File: src/rtl/spi_flash_resp.sv
// SPI serial-flash responder supporting READ (0x03) and QUAD OUTPUT READ (0x6B).
// All SPI pins are oversampled on clk_i; the byte store is fetched one byte ahead.
module spi_flash_resp #(
   parameter int SYNC_STAGES  = 2,
   parameter int DUMMY_CYCLES = 8
) (
   input  logic        clk_i,
   input  logic        rst_i,
   input  logic        spi_clk_i,
   input  logic        spi_ss_i,
   input  logic        spi_dq0_i,
   input  logic        spi_dq1_i,
   input  logic        spi_dq2_i,
   input  logic        spi_dq3_i,
   output logic        spi_dq0_o,
   output logic        spi_dq1_o,
   output logic        spi_dq2_o,
   output logic        spi_dq3_o,
   output logic        spi_dq0_oe_o,
   output logic        spi_dq1_oe_o,
   output logic        spi_dq2_oe_o,
   output logic        spi_dq3_oe_o,
   output logic        mem_rd_o,
   output logic [23:0] mem_addr_o,
   input  logic [7:0]  mem_rdata_i,
   output logic        busy_o,
   output logic        cmd_err_o
);

   typedef enum logic [2:0] {IDLE, CMD, ADDR, DUMMY, DATA, IGNORE} state_e;

   localparam logic [7:0] DUMMY_LAST = 8'(DUMMY_CYCLES > 0 ? DUMMY_CYCLES - 1 : 0);
   localparam logic [1:0] SETTLE     = 2'(SYNC_STAGES);

   // dq1..dq3 are output-only for the supported commands
   logic unused_dq_in;
   assign unused_dq_in = ^{spi_dq1_i, spi_dq2_i, spi_dq3_i};

   logic [SYNC_STAGES-1:0] sclk_sync_q, sclk_sync_d;
   logic [SYNC_STAGES-1:0] ss_sync_q, ss_sync_d;
   logic [SYNC_STAGES-1:0] dq0_sync_q, dq0_sync_d;
   logic                   sclk_prev_q, ss_prev_q;
   logic [1:0]             settle_q, settle_d;
   logic                   ss_armed_q, ss_armed_d;

   state_e      state_q, state_d;
   logic [7:0]  cnt_q, cnt_d;
   logic [23:0] sr_q, sr_d;
   logic [23:0] addr_q, addr_d;
   logic        quad_q, quad_d;
   logic [7:0]  nxt_byte_q, nxt_byte_d;
   logic        rd_pend_q;
   logic [7:0]  out_sr_q, out_sr_d;
   logic [2:0]  out_cnt_q, out_cnt_d;
   logic [3:0]  dq_q, dq_d;
   logic [3:0]  oe_q, oe_d;
   logic        mem_rd_q, mem_rd_d;
   logic [23:0] mem_addr_q, mem_addr_d;
   logic        cmd_err_q, cmd_err_d;

   logic sclk_s, ss_s, dq0_s;
   logic sclk_rise, sclk_fall, ss_fall, settle_done;
   logic [7:0]  cmd_byte, byte_src;
   logic [23:0] addr_rx;
   logic [2:0]  last_cnt;

   assign sclk_s      = sclk_sync_q[SYNC_STAGES-1];
   assign ss_s        = ss_sync_q[SYNC_STAGES-1];
   assign dq0_s       = dq0_sync_q[SYNC_STAGES-1];
   assign sclk_rise   = sclk_s & ~sclk_prev_q;
   assign sclk_fall   = ~sclk_s & sclk_prev_q;
   assign settle_done = (settle_q == SETTLE);
   // A fall only counts once SS has genuinely been seen high after reset
   assign ss_fall     = ss_armed_q & ss_prev_q & ~ss_s;

   assign cmd_byte = {sr_q[6:0], dq0_s};
   assign addr_rx  = {sr_q[22:0], dq0_s};
   assign byte_src = (out_cnt_q == 3'd0) ? nxt_byte_q : out_sr_q;
   assign last_cnt = quad_q ? 3'd1 : 3'd7;

   always_comb begin
      sclk_sync_d = {sclk_sync_q[SYNC_STAGES-2:0], spi_clk_i};
      ss_sync_d   = {ss_sync_q[SYNC_STAGES-2:0], spi_ss_i};
      dq0_sync_d  = {dq0_sync_q[SYNC_STAGES-2:0], spi_dq0_i};
      settle_d    = settle_done ? settle_q : settle_q + 2'd1;
      ss_armed_d  = ss_armed_q | (settle_done & ss_s);
   end

   always_comb begin
      state_d    = state_q;
      cnt_d      = cnt_q;
      sr_d       = sr_q;
      addr_d     = addr_q;
      quad_d     = quad_q;
      nxt_byte_d = rd_pend_q ? mem_rdata_i : nxt_byte_q;
      out_sr_d   = out_sr_q;
      out_cnt_d  = out_cnt_q;
      dq_d       = dq_q;
      oe_d       = oe_q;
      mem_rd_d   = 1'b0;
      mem_addr_d = mem_addr_q;
      cmd_err_d  = 1'b0;

      if (state_q != IDLE && ss_s) begin
         state_d   = IDLE;
         cnt_d     = 8'd0;
         sr_d      = 24'd0;
         out_cnt_d = 3'd0;
         dq_d      = 4'd0;
         oe_d      = 4'd0;
      end else begin
         case (state_q)
            IDLE: begin
               if (ss_fall) begin
                  state_d = CMD;
                  cnt_d   = 8'd0;
                  sr_d    = 24'd0;
               end
            end
            CMD: begin
               if (sclk_rise) begin
                  sr_d  = addr_rx;
                  cnt_d = cnt_q + 8'd1;
                  if (cnt_q == 8'd7) begin
                     cnt_d = 8'd0;
                     if (cmd_byte == 8'h03 || cmd_byte == 8'h6B) begin
                        state_d = ADDR;
                        quad_d  = (cmd_byte == 8'h6B);
                     end else begin
                        state_d   = IGNORE;
                        cmd_err_d = 1'b1;
                     end
                  end
               end
            end
            ADDR: begin
               if (sclk_rise) begin
                  sr_d  = addr_rx;
                  cnt_d = cnt_q + 8'd1;
                  if (cnt_q == 8'd23) begin
                     cnt_d      = 8'd0;
                     out_cnt_d  = 3'd0;
                     addr_d     = addr_rx;
                     mem_rd_d   = 1'b1;
                     mem_addr_d = addr_rx;
                     state_d    = (quad_q && DUMMY_CYCLES > 0) ? DUMMY : DATA;
                  end
               end
            end
            DUMMY: begin
               if (sclk_rise) begin
                  cnt_d = cnt_q + 8'd1;
                  if (cnt_q == DUMMY_LAST) begin
                     cnt_d   = 8'd0;
                     state_d = DATA;
                  end
               end
            end
            DATA: begin
               // Shift out on each fall; the next byte is fetched during the last slot
               if (sclk_fall) begin
                  if (quad_q) begin
                     dq_d     = byte_src[7:4];
                     out_sr_d = {byte_src[3:0], 4'd0};
                     oe_d     = 4'b1111;
                  end else begin
                     dq_d     = {2'b00, byte_src[7], 1'b0};
                     out_sr_d = {byte_src[6:0], 1'b0};
                     oe_d     = 4'b0010;
                  end
                  if (out_cnt_q == last_cnt) begin
                     out_cnt_d  = 3'd0;
                     addr_d     = addr_q + 24'd1;
                     mem_rd_d   = 1'b1;
                     mem_addr_d = addr_q + 24'd1;
                  end else begin
                     out_cnt_d = out_cnt_q + 3'd1;
                  end
               end
            end
            IGNORE: begin
               oe_d = 4'd0;
            end
            default: begin
               state_d = IDLE;
            end
         endcase
      end
   end

   always_ff @(posedge clk_i) begin
      if (rst_i) begin
         sclk_sync_q <= '0;
         ss_sync_q   <= '1;
         dq0_sync_q  <= '0;
         sclk_prev_q <= 1'b0;
         ss_prev_q   <= 1'b1;
         settle_q    <= 2'd0;
         ss_armed_q  <= 1'b0;
         state_q     <= IDLE;
         cnt_q       <= 8'd0;
         sr_q        <= 24'd0;
         addr_q      <= 24'd0;
         quad_q      <= 1'b0;
         nxt_byte_q  <= 8'd0;
         rd_pend_q   <= 1'b0;
         out_sr_q    <= 8'd0;
         out_cnt_q   <= 3'd0;
         dq_q        <= 4'd0;
         oe_q        <= 4'd0;
         mem_rd_q    <= 1'b0;
         mem_addr_q  <= 24'd0;
         cmd_err_q   <= 1'b0;
      end else begin
         sclk_sync_q <= sclk_sync_d;
         ss_sync_q   <= ss_sync_d;
         dq0_sync_q  <= dq0_sync_d;
         sclk_prev_q <= sclk_s;
         ss_prev_q   <= ss_s;
         settle_q    <= settle_d;
         ss_armed_q  <= ss_armed_d;
         state_q     <= state_d;
         cnt_q       <= cnt_d;
         sr_q        <= sr_d;
         addr_q      <= addr_d;
         quad_q      <= quad_d;
         nxt_byte_q  <= nxt_byte_d;
         rd_pend_q   <= mem_rd_q;
         out_sr_q    <= out_sr_d;
         out_cnt_q   <= out_cnt_d;
         dq_q        <= dq_d;
         oe_q        <= oe_d;
         mem_rd_q    <= mem_rd_d;
         mem_addr_q  <= mem_addr_d;
         cmd_err_q   <= cmd_err_d;
      end
   end

   assign spi_dq0_o    = dq_q[0];
   assign spi_dq1_o    = dq_q[1];
   assign spi_dq2_o    = dq_q[2];
   assign spi_dq3_o    = dq_q[3];
   assign spi_dq0_oe_o = oe_q[0];
   assign spi_dq1_oe_o = oe_q[1];
   assign spi_dq2_oe_o = oe_q[2];
   assign spi_dq3_oe_o = oe_q[3];
   assign mem_rd_o     = mem_rd_q;
   assign mem_addr_o   = mem_addr_q;
   assign busy_o       = (state_q != IDLE);
   assign cmd_err_o    = cmd_err_q;

endmodule

File: config.mk
export PLATFORM = sky130hd
export DESIGN_NAME = spi_flash_resp
export DESIGN_NICKNAME = d
export VERILOG_FILES = /design/src/rtl/spi_flash_resp.sv
export SDC_FILE = /design/constraint.sdc
export NUM_CORES = 1
export LEC_CHECK = 0
export ABC_AREA = 1
export BUFFER_PORTS_ARGS = -buffer_cell sky130_fd_sc_hd__buf_2
export CAP_MARGIN = 10
export CELL_PAD_IN_SITES_DETAIL_PLACEMENT = 1
export CELL_PAD_IN_SITES_GLOBAL_PLACEMENT = 1
export CORE_MARGIN = 2
export CORE_UTILIZATION = 25
export DETAILED_ROUTE_END_ITERATION = 10
export GPL_TIMING_DRIVEN = 1
export HOLD_SLACK_MARGIN = 0.1
export PLACE_DENSITY = 0.55
export SYNTH_ARGS = -nofsm -noshare
export SYNTH_HDL_FRONTEND = slang
export SYNTH_SLANG_ARGS = --single-unit
File: constraint.sdc
create_clock -name clk_i -period 1.5 [get_ports clk_i]
set_input_delay 0.225 -clock clk_i [delete_from_list [all_inputs] [get_ports clk_i]]
set_output_delay 0.225 -clock clk_i [all_outputs]
set_load 0.02 [all_outputs]
==> results of run 1 <==
==> state kept, by name (all words and copies together), names as in the netlist <==
name / flops
state_q: 3
mem_addr_o: 24
cmd_err_o: 1
rd_pend_q: 1
sclk_sync_q: 2
nxt_byte_q: 8
sclk_prev_q: 1
dq0_sync_q: 2
quad_q: 1
mem_rd_o: 1
ss_prev_q: 1
ss_sync_q: 2
sr_q: 23
out_sr_q: 7
ss_armed_q: 1
oe_q: 2
cnt_q: 8
dq_q: 4
out_cnt_q: 3
settle_q: 2
==> metal layers <==
layer / part of all wire, % / routed length (um) / track usage (%) / vias up
met4: 2.1 / 382 / 5.88 / 0
met3: 2.3 / 410 / 2.80 / 23
met2: 51 / 9090 / 32.1 / 73
met1: 45 / 7970 / 21.2 / 2630
li1: - / - / - / 2770
met5: 0 / 0 / 0 / -
==> worst max-delay path: cells and delay by family, from the launching register on <==
family / cells / cell delay (ns)
AOI/OAI and AO/OA: 1 / 0.12
buffers and inverters: 3 / 0.43
DFF: 1 / 0.36
and+or+nand+nor: 7 / 0.67
==> path summary, 6_finish.rpt <==
path	cells after the start	slack (ns)	end	startpoint
max	11	-0.13	mem_addr_o[17]	state_q[1]
min	3	0.11	nxt_byte_q[6]	mem_rdata_i[6]
max reg2reg	11	-0.13	mem_addr_o[17]	state_q[1]
min reg2reg	2	0.41	dq0_sync_q[1]	dq0_sync_q[0]
==> area by class of cell <==
class / count / area share [%]
Multi-Input combinational cell: 542 / 39.9
Inverter: 94 / 4.99
Clock buffer: 10 / 3.13
Clock inverter: 6 / 1.18
Tap cell: 265 / 4.34
Sequential cell: 97 / 25.7
Timing Repair Buffer: 185 / 20.8
==> Yosys cell counts, types with 2 or more instances <==
cell      instances
buf_2            11
a211oi_1          6
dfxtp_1          97
nand2_4           2
nor2_1          145
nand4_1           8
buf_4             3
or2_2             6
inv_2             4
nand3_4           2
a21oi_1          62
nand2_1         158
nor2_2            2
o21bai_1          2
o21ai_0          66
a31oi_1           4
buf_6             4
clkbuf_1         10
nand2_2           2
inv_1            87
o21ai_1          13
nand3_1          47
ha_1              5
nor3_1            4
==> power by group <==
part           switching [mW]  internal, mW  total [mW]
clock                    1.10          1.51        2.62
sequential             0.0856          2.74        2.83
combinational            1.02         0.830        1.85
total                    2.21          5.09        7.30
==> what timing repair did <==
action                     in CTS  in global routing
pin swaps                      24                 27
hold endpoints to repair        8                  0
setup buffers                  18                  7
gates cloned                    7                  2
setup endpoints to repair      76                 77
hold buffers                    8                  0
gates resized for setup       119                 94
==> kinds of logic (layout without fill, tap and decap cells) <==
kind of cell	count (synthesis)	after routing	synth area share, %
AOI/OAI and AO/OA	156	156	16.4
xor gates and xnor gates	2	2	0.354
adders and majority gates	5	5	1.26
buffers and inverters	123	295	10.5
DFF	97	97	39.3
and+or+nand+nor	379	379	32.2
==> stage by stage <==
stage	hold WS, ns	setup TNS, ns	instances	power (mW)	worst slack [ns]
finish	0.108	-4.90	1199	7.30	-0.134
global route	0.117	-12.88	1199	7.66	-0.235
CTS	0.108	-4.26	1194	7.15	-0.141
detailed placement	0.404	-7.14	1146	4.08	-0.183
global placement	0.399	-3.72	1146	4.03	-0.116
floorplan	0.329	-0.00249	762	3.60	-0.00125
==> flow_results.org, run 1 <==
** Finish
- Footprint of the multi-input gates :: approximately 3000 um^2
- The repair_antennas step left the layout with diodes totalling 0.
- Final std cell area, no fill :: 7640 um^2
- Final Core Density :: 39.3%
- Layout cells sized above 1 :: 37.3%
- Fill cells in the final layout number between 2000 and 2500.
- In the layout the commonest cells are nand2_1, nor2_1, buf_4, dfxtp_1, inv_1.
- Leaving out fill and tap cells, the most frequent cell in the layout is nand2_1.
- At the end of the flow, the number of nets in the layout was 950.
- Layout area overhead :: 54.5%
- Register Area :: 1960 um^2

** Placed design
- Routability Congestion :: around 0.8
- Detailed placement ended at an HPWL of ~12000 um.
- Once placement finished, the instance area stood at just over 6000 um^2.
- In this run the tool buffered the top-level ports with 47 buffer cells.

** Global route
- The number of global-route vias before repair came to 5811.
- Gr usage total :: between 15 and 20%
- The initial antenna violation count came to 0.
- Largest net degree at the start of global routing :: 41
- Global-route wire length before repair :: just under 30000 um
- The total overflow left after global routing is 0.

** STA
- Counting I/O delays and the setup requirement, the final critical path takes ~1.6 ns.
- Setup slack on the critical path of the routed design comes to -0.134 ns.
- Hold Vio Cnt, Final :: 0
- Unrepaired setup endpoints after global routing :: yes
- The final max-slew violation count is 0.
- Post-Route Skew :: between 0.005 and 0.006 ns
- Crit share post-route :: 109%
- Setup violations remaining at the end of the flow were counted as slightly below 70.
- Rel. slew slack :: ~70%
- Maximum frequency from static timing analysis :: 612 MHz
- At the pin with the least slew margin, the transition time is 0.467 ns.

** Synthesis
- dfxtp_1 takes more of the synthesized area than any other cell.
- Synthesis inferred just under 100 register bits.
- Summed over its instances, the top area cell type makes up about two fifths of the synthesized netlist area.
- Post-Synthesis Cells :: approximately 760
- Part of the Yosys area used for sequential elements :: 39.3%
- Distinct cell type count of the synthesized netlist :: 36
- In this run the mean area of a mapped cell was 6.49 um^2.
- Net count after synthesis :: just under 800
- Async set or reset register ratio after synthesis :: 0%
- Yosys Warn Count :: 0
- In the synthesized netlist the dominant register cell turns out to be dfxtp_1.
- In this run, synthesis inferred 0 flip-flops with an integrated enable.
- Yosys attributes the largest share of cell area to dfxtp_1, nand2_1, nor2_1, o21ai_0, inv_1.
- Mapped cell area :: ~4900 um^2

** Die
- Area of the die :: approximately 21000 um^2
- Starting density of the core :: between 20% and 30%
- Number of primary I/O pins :: roughly 50
- The floorplan step set the die width to 145 um.
- In this run the vertical extent of the chip is ~140 um.
- Standard cell core area :: about 19000 um^2
- Rows :: a little over 50

** Worst setup path
- Critical path's largest stage delay :: 0.36 ns
- Max FO, Critical Path :: 8
- By startpoint and endpoint, the worst setup path is classified as reg -> reg.
- At the worst endpoint, the required time is 1.80 ns.
- CP Data Arrival Time :: 1.93 ns
- Kind of start point of the critical path :: flop
- The worst setup path is captured at a flop.
- Worst-path cell with the longest stage delay :: dfxtp_4
- Crit-path cells :: nor2_4, nand2_2, inv_4, nand3_4, nand2_4, nand3_4, buf_12, buf_16, nor2_4, nand2_1, a21oi_1

** Flow run
- Across the run, the number of max-cap violations was 0.

** Routing
- The routed layout has approximately 5500 vias.
- Number of routed nets with antenna violations :: 0
- After detailed routing, the average wire length per cell comes to around 15 um.
- Before antenna repair, the detailed router went through 4 iterations.
- Remaining design rule violation count :: 0
- Routed vias/inst :: approximately 4.6
- Final wirelength :: approximately 18000 um
- The detailed router finished its first iteration with 203 violations.

** Outcome
- Outcome :: complete, but fails checks
- The final reports fail on setup timing.

** Clock network
- Clock tree from TritonCTS :: built
- Clock tree synthesis inserted a total of 9 buffers.
- Cell at the root of the clock tree :: clkbuf_16
- Buffers from clock root to sink, at most :: 2
- Clock tree synthesis found a total of 97 sinks.
- Clock slew at the register clock pins of the worst setup and hold paths :: about 0.070 ns
- Later-pin clock latency in the skew report :: 0.36 ns
- Max H-tree Level :: 3

** Power and ir drop
- The analysis attributes to cell leakage a power of approximately 3.1 nW.
- IR analysis of the VDD net gives a maximum drop of around 0.63 mV.
- For this design the ratio of total power to cell area is ~950 nW/um^2.

** Hold path
- The path class of the tightest hold or removal check is in -> reg.
Power figures use the tool's default switching activity.
==> inputs of run 2 (changes only) <==
CORE_UTILIZATION = 38   (was 25)
PLACE_DENSITY = 0.78   (was 0.55)
==> flow_results.org, run 2 (synthesized netlist as in run 1, its figures left out) <==
** Outcome
- The flow ran to the end, but the final reports show violations.
- The final reports fail on setup timing.

** Finish
- Number of nets in the layout :: 944 (-0.63%)
- Flip-flop count of the largest register after layout :: 24 (unchanged)
- The share of post-route cells with drive strength above 1 came to 41.5% (+4.3 points).
- Commonest non-fill, non-tap cell in the layout :: nand2_1
- Final Core Density :: 61.5% (+22 points)
- The final non-filler cell total came to 1099 (-8.3%).
- Layout area overhead :: 57.5%
- The antenna diode count is 0 (unchanged).
- Leading cell types in the layout, fill and taps excluded :: nand2_1, nor2_1, buf_4, dfxtp_1, inv_1

** Flow run
- The number of max-cap violations is 0 (unchanged).

** Worst setup path
- The buffer and inverter count on the worst path is 3 (unchanged).
- Crit path to :: mem_addr_o[17]
- The register-to-register setup slack is -0.29 ns (-0.16 ns).
- CP Launch Point :: cnt_q[0]
- The worst setup path is launched from a flop.
- Grouping stages by cell kind, the critical path spends the most delay in simple AND/OR/NAND/NOR gates.
- The startpoint identified for the worst register-to-register timing path is cnt_q[0].
- CP Data Arrival Time :: 2.09 ns (+0.16 ns)
- The worst setup path is captured at a flop.
- The maximum fanout count along the critical path was 8 (unchanged).
- R2R Path End :: mem_addr_o[17]
- Crit-path cells :: ha_4, nand2_4, inv_4, nand2_4, nor2_4, nand2_2, nand2_4, nand3_4, buf_12, buf_12, nor2_2, nand2_1, a21oi_2
- Number of cells on the critical path :: 13 (+2)
- The peak per-stage delay on the critical path was 0.36 ns (about the same).
- The required time at the worst-slack endpoint was 1.80 ns (about the same).
- Cell type with the highest occurrence count on the critical path :: nand2_4
- Worst Path Class, Setup :: reg -> reg
- The depth of the worst register-to-register path came to 13 (+2).
- The slowest stage of the critical path is the dfxtp_2 cell.

** Die
- The die extent in x came to 118 um (-18%).
- Area of the die :: 13900 um^2 (-33%)
- The height of the die is 118 um (-18%).
- The placeable core region is 12700 um^2 (-35%).
- Starting density of the core :: 39.0% (+14 points)
- The count of pins on the block boundary came to 51 (unchanged).
- Rows :: 41 (-20%)

** Routing
- Drt wl/cell :: 20.4 um (+37%)
- The number of detailed-routing iterations run before antenna repair is 5 (+1).
- Drt first-iter violations :: 398 (+96%)
- Detailed-route via count :: 6057 (+10%)
- Routed vias/inst :: 5.51 (+20%)
- The overall routed net length was 22500 um (+26%).
- The number of design rule violations left after detail routing came to 0 (unchanged).
- The number of nets with antenna violations after routing was 0 (unchanged).

** Power and ir drop
- Sw Ratio :: 32.8% (+2.5 points)
- The power per standard cell area was 1000 nW/um^2 (+5.2%).
- The clock network fraction of design power is 33.8% (-2.1 points).
- Peak ir drop on the vdd network :: 0.631 mV (+0.57%)
- Total design power :: 7.82 mW (+7.2%)
- Leakage power summed over all cells :: 3.13 nW (+1.8%)
- The sequential share of power came to 36.4% (-2.4 points).
- The power spent charging and discharging nets was 2.56 mW (+16%).
- Logic gate share of total power :: 29.8% (+4.4 points)
- The internal cell power came to 5.26 mW (+3.3%).

** STA
- The final max-slew violation count is 0 (unchanged).
- Crit share post-route :: 119% (+10 points)
- Shortest clock period the worst path allows after layout :: 1.79 ns (+0.155 ns)
- The worst-margin pin slew came to 0.502 ns (+0.0344 ns).
- The final number of setup-violating endpoints is 77 (+12%).
- The relative slew slack was 66.5% (-2.3 points).
- The maximum clock rate is 559 MHz (-8.7%).
- PnR worst setup slack :: -0.289 ns (-0.155 ns)
- Hold Vio Cnt, Final :: 0 (unchanged)
- Post-Route Skew :: 0.0126 ns (+0.00671 ns)
- Unrepaired setup endpoints after global routing :: yes

** Clock network
- The number of buffers created by CTS came to 9 (unchanged).
- Clk sink count :: 97 (unchanged)
- Max H-tree Level :: 3 (unchanged)
- Clock tree from TritonCTS :: built
- The root buffer cell chosen for the clock tree is clkbuf_16.
- Buffers from clock root to sink, at most :: 2 (unchanged)
- Clock slew at the register clock pins of the worst setup and hold paths :: 0.07 ns (about the same)
- The clock insertion delay at the later pin of the skew report is 0.37 ns (about the same).

** Hold path
- The min-delay analysis places its worst path in the category in -> reg.

** Global route
- Gr usage total :: 28.8% (+11 points)
- Global route total overflow :: 0 (unchanged)
- The maximum number of pins on one net before global-route repair came to 28 (-32%).
- Initial antenna violation count :: 0 (unchanged)
- The number of global-route vias before repair is 6452 (+11%).
- The global-route wire length before repair was 32000 um (+10%).

** Placed design
- Routability Congestion :: 0.839 (+5.3%)
- The total placed cells including tap cells is 1037 (-9.5%).
- The half-perimeter wire length of the detailed placement result came to 11400 um (-4.4%).
- The count of input and output buffers came to 47 (unchanged).
[run 2: cell count changes in the layout (fill, tap and decap cells not counted), sizes merged]
cell      delta
nand2        +1
buf          -8
clkbuf       -1
clkinvlp     +1
[run 2: power groups by stage]
stage               Sequential, mW  Combinational, mW  Clock (mW)
floorplan                     2.86              0.736           0
global placement              2.87               1.08           0
detailed placement            2.88               1.13           0
CTS                           2.83               1.83        2.57
global route                  2.86               2.45        2.76
finish                        2.85               2.33        2.64
[run 2: worst min path at each step]
stage | startpoint | end | depth (start not counted)
4_1_cts | mem_rdata_i[2] | nxt_byte_q[2] | 3
6_report | mem_rdata_i[2] | nxt_byte_q[2] | 3
3_5_place_dp | sclk_sync_q[0] | sclk_sync_q[1] | 2
5_1_grt | mem_rdata_i[2] | nxt_byte_q[2] | 3
2_1_floorplan | spi_ss_i | ss_sync_q[0] | 1
3_3_place_gp | ss_sync_q[0] | ss_sync_q[1] | 1
[run 2: routing by layer]
layer / global-route usage (%) / share of wire (%) / routed length (um)
met5: 0 / 0 / 0
met4: 15.4 / 5.0 / 1130
met3: 4.46 / 3.8 / 850
met2: 53.5 / 53 / 12000
met1: 31.0 / 38 / 8530
[run 2: per-stage QoR]
step	setup TNS [ns]	worst slack [ns]	instance area, um^2	hold WS (ns)
floorplan	-0.00249	-0.00125	4970	0.329
global placement	-3.13	-0.133	5940	0.393
detailed placement	-8.44	-0.230	5940	0.403
CTS	-4.83	-0.152	7240	0.103
global route	-16.00	-0.393	7790	0.126
finish	-10.95	-0.289	7790	0.0961
[run 2: cell type report]
type                    instances  area (um^2)
clock buffers                  10          239
clock inverters                 5         80.1
well taps                     172          215
flip-flops and latches         97         1960
repair buffers                176         1570
multi-input cells             543         3310
fillers                      1572         4880
inverters                      94          385
repair inverters                2         17.5
[run 2: worst reg2reg max path, delay by kind of cell, from the launching register on]
kind                     cells  cell delay [ns]
AND/OR/NAND/NOR              8             0.71
buffers and inverters        3             0.38
flip-flops                   1             0.36
adder cells (fa/ha/maj)      1             0.15
AO/OA/AOI/OAI                1             0.12
[run 2: repair_timing]
item / 4_1_cts / 5_1_grt
pin swaps: 25 / 38
setup endpoints to repair: 77 / 77
hold endpoints to repair: 8 / 0
setup buffers: 27 / 8
resized for setup: 149 / 145
gates cloned: 11 / 1
hold buffers: 8 / 0
==> inputs of run 3 (changes only) <==
CORE_MARGIN = unset   (was 2)
==> flow_results.org, run 3 (synthesized netlist as in run 1, its figures left out) <==
** Routing
- The total length of routed met2 wires was 10300 um (-14%).
- The wire length per cell was 17.8 um (-13%).
- The mean number of vias per cell is 5.24 (-5.0%).
- Top layer used by detailed routing :: met4
- The number of detailed-routing iterations run before antenna repair was 4 (-1).
- WL met3 :: 657 um (-23%)
- The number of DRC violations after detailed-routing iteration 0 came to 216 (-46%).
- Number of routed nets with antenna violations :: 0 (unchanged)
- Remaining design rule violation count :: 0 (unchanged)
- Final wirelength :: 19400 um (-13%)
- Detailed-route via count :: 5703 (-5.8%)
- Met1 routed wirelength after detailed routing :: 7830 um (-8.2%)

** STA
- The final hold slack was 0.102 ns (+0.00587 ns).
- Shortest clock period the worst path allows after layout :: 1.78 ns (-0.0120 ns)
- Post-Route Skew :: 0.0118 ns (-0.000768 ns)
- Total of endpoints with negative setup slack in the final report :: 71 (-7.8%)
- The final worst setup slack is -0.277 ns (+0.0120 ns).
- The count of final hold-check violations was 0 (unchanged).
- The total negative slack for setup checks was -11.16 ns (-0.214 ns).
- The maximum clock rate was 563 MHz (+0.67%).
- Rel. slew slack :: 68.0% (+1.5 points)
- Crit share post-route :: 118% (-0.80 points)
- Pin slew with the least headroom to its limit :: 0.480 ns (-0.0218 ns)
- Unrepaired setup endpoints after global routing :: yes
- Count of pins over their slew limit :: 0 (unchanged)

** Finish
- Leaving out fill and tap cells, the most frequent cells in the layout are nand2_1, nor2_1, buf_4, dfxtp_1, inv_1.
- The number of inserted filler cells in the final layout was 1615 (+2.7%).
- The number of flip-flops in the largest register is 24 (unchanged).
- The final cell area excluding filler cells came to 7280 um^2 (-6.6%).
- Commonest non-fill, non-tap cell in the layout :: nand2_1
- Footprint of the multi-input gates :: 3060 um^2 (-7.6%)
- Compared with the post-synthesis result, the final layout area differs by 47.1%.
- Final Core Density :: 57.4% (-4.0 points)
- The antenna diode count is 0 (unchanged).
- The area taken by flip-flops and latches is 1970 um^2 (+0.51%).
- Number of nets in the layout :: 933 (-1.2%)
- Final Instance Count excl. Fillers :: 1089 (-0.91%)
- The share of post-route cells with drive strength above 1 is 36.1% (-5.4 points).

** Die
- Die H :: 116 um (-1.7%)
- The count of pins on the block boundary came to 51 (unchanged).
- Rows :: 41 (unchanged)
- The placeable core region is 12700 um^2 (unchanged).
- Starting density of the core :: 39.0% (unchanged)
- The die area is 13500 um^2 (-3.4%).
- Die W :: 116 um (-1.7%)

** Hold path
- Worst hold path type :: in -> reg
- The number of stages on the worst hold path is 3 (unchanged).

** Worst setup path
- Worst Path Class, Setup :: reg -> reg
- Max FO, Critical Path :: 4 (-4)
- The required time at the worst-slack endpoint was 1.77 ns (-0.03 ns).
- Kind of start point of the critical path :: flop
- The depth of the worst register-to-register path is 10 (-3).
- STA classifies the critical path endpoint as a flop.
- CP Data Arrival Time :: 2.05 ns (-0.04 ns)

** Global route
- Number of global-route vias before repair :: 5696 (-12%)
- The maximum number of pins on one net before global-route repair came to 28 (unchanged).
- The initial antenna violation count was 0 (unchanged).
- Gr usage total :: 25.7% (-3.1 points)
- Global route total overflow :: 0 (unchanged)
- The global-route wire length before repair was 26800 um (-16%).

** Placed design
- Worst slack at placement :: -0.255 ns (-0.0250 ns)
- Detailed-placement wirelength estimate :: 11600 um (+1.4%)
- The total placed cells including tap cells came to 1039 (+0.19%).
- Placement-stage cell area :: 5980 um^2 (+0.67%)
- The count of input and output buffers is 47 (unchanged).
- The final weighted congestion in routability-driven placement was 0.841 (+0.17%).

** Clock network
- Later-pin clock latency in the skew report :: 0.36 ns (about the same)
- The number of sinks driven by the clock tree came to 97 (unchanged).
- The number of buffers on the longest clock path was 2 (unchanged).
- Clock tree from TritonCTS :: built
- The clock slew at the register clock pins of the worst setup and hold paths came to 0.07 ns (about the same).
- Cell at the root of the clock tree :: clkbuf_16
- CTS buffer count :: 9 (unchanged)
- The level count of the clock H-tree was 3 (unchanged).

** Power and ir drop
- Peak ir drop on the vdd network :: 0.488 mV (-23%)
- Total design power :: 7.13 mW (-8.9%)
- The power per standard cell area is 979 nW/um^2 (-2.5%).
- The total leakage power was 2.96 nW (-5.5%).

** Flow run
- Max-cap check violation count :: 0 (unchanged)

** Outcome
- Violated checks :: setup timing
- The run finished, with violations left.
## run 3: changes by cell type in the layout (fill, tap and decap cells not counted), moves of 4 or more
cell     previous run  this run
a21oi_2            39        21
o21ai_2            22        17
nand2_2            22        15
a21oi_1            19        39
nand2_1           122       137
nand2_4            18        11
buf_16              6         0
o21ai_1             9        23
o21ai_4            10         1
buf_6              13         9
## run 3: final cells by class
class	instances	area share [%]
multi-input cells	544	42.1
clock buffers	10	3.15
repair buffers	166	18.7
inverters	94	5.04
well taps	172	2.96
flip-flops and latches	97	27.1
clock inverters	6	0.946
## run 3: report_power, final
part	switching [mW]	internal, mW
Combinational	1.09	0.789
Clock	1.11	1.30
Sequential	0.0985	2.74
## run 3: worst paths after layout
path / start / to / slack, ns
hold reg to reg: dq0_sync_q[0] / dq0_sync_q[1] / 0.42
hold / removal: mem_rdata_i[0] / nxt_byte_q[0] / 0.10
setup / recovery: state_q[0] / state_q[1] / -0.28
setup reg to reg: state_q[0] / state_q[1] / -0.28
## run 3: critical path: stages, from the launching register on
cell and delay (ns):
dfxtp_4 0.36, nor2_4 0.13, inv_2 0.07, nor2_4 0.16
nand2_2 0.15, buf_4 0.19, nand3_1 0.13, inv_1 0.09
nand2_1 0.12, nand2_1 0.07, a21oi_1 0.20
## run 3: repair_timing
| action | 4_1_cts | 5_1_grt |
|---|---|---|
| endpoints found under the hold margin | 9 | 0 |
| setup endpoints to repair | 78 | 78 |
| buffers inserted | 8 | 14 |
| gates cloned | 0 | 6 |
| pin swaps | 28 | 29 |
| hold buffers | 9 | 0 |
| resized for setup | 80 | 131 |
## run 3: per-layer routing
layer	vias to the layer above	global-route usage (%)
met3	56	3.40
met5	-	0
met2	150	48.1
li1	2742	-
met1	2755	29.4
met4	0	9.91
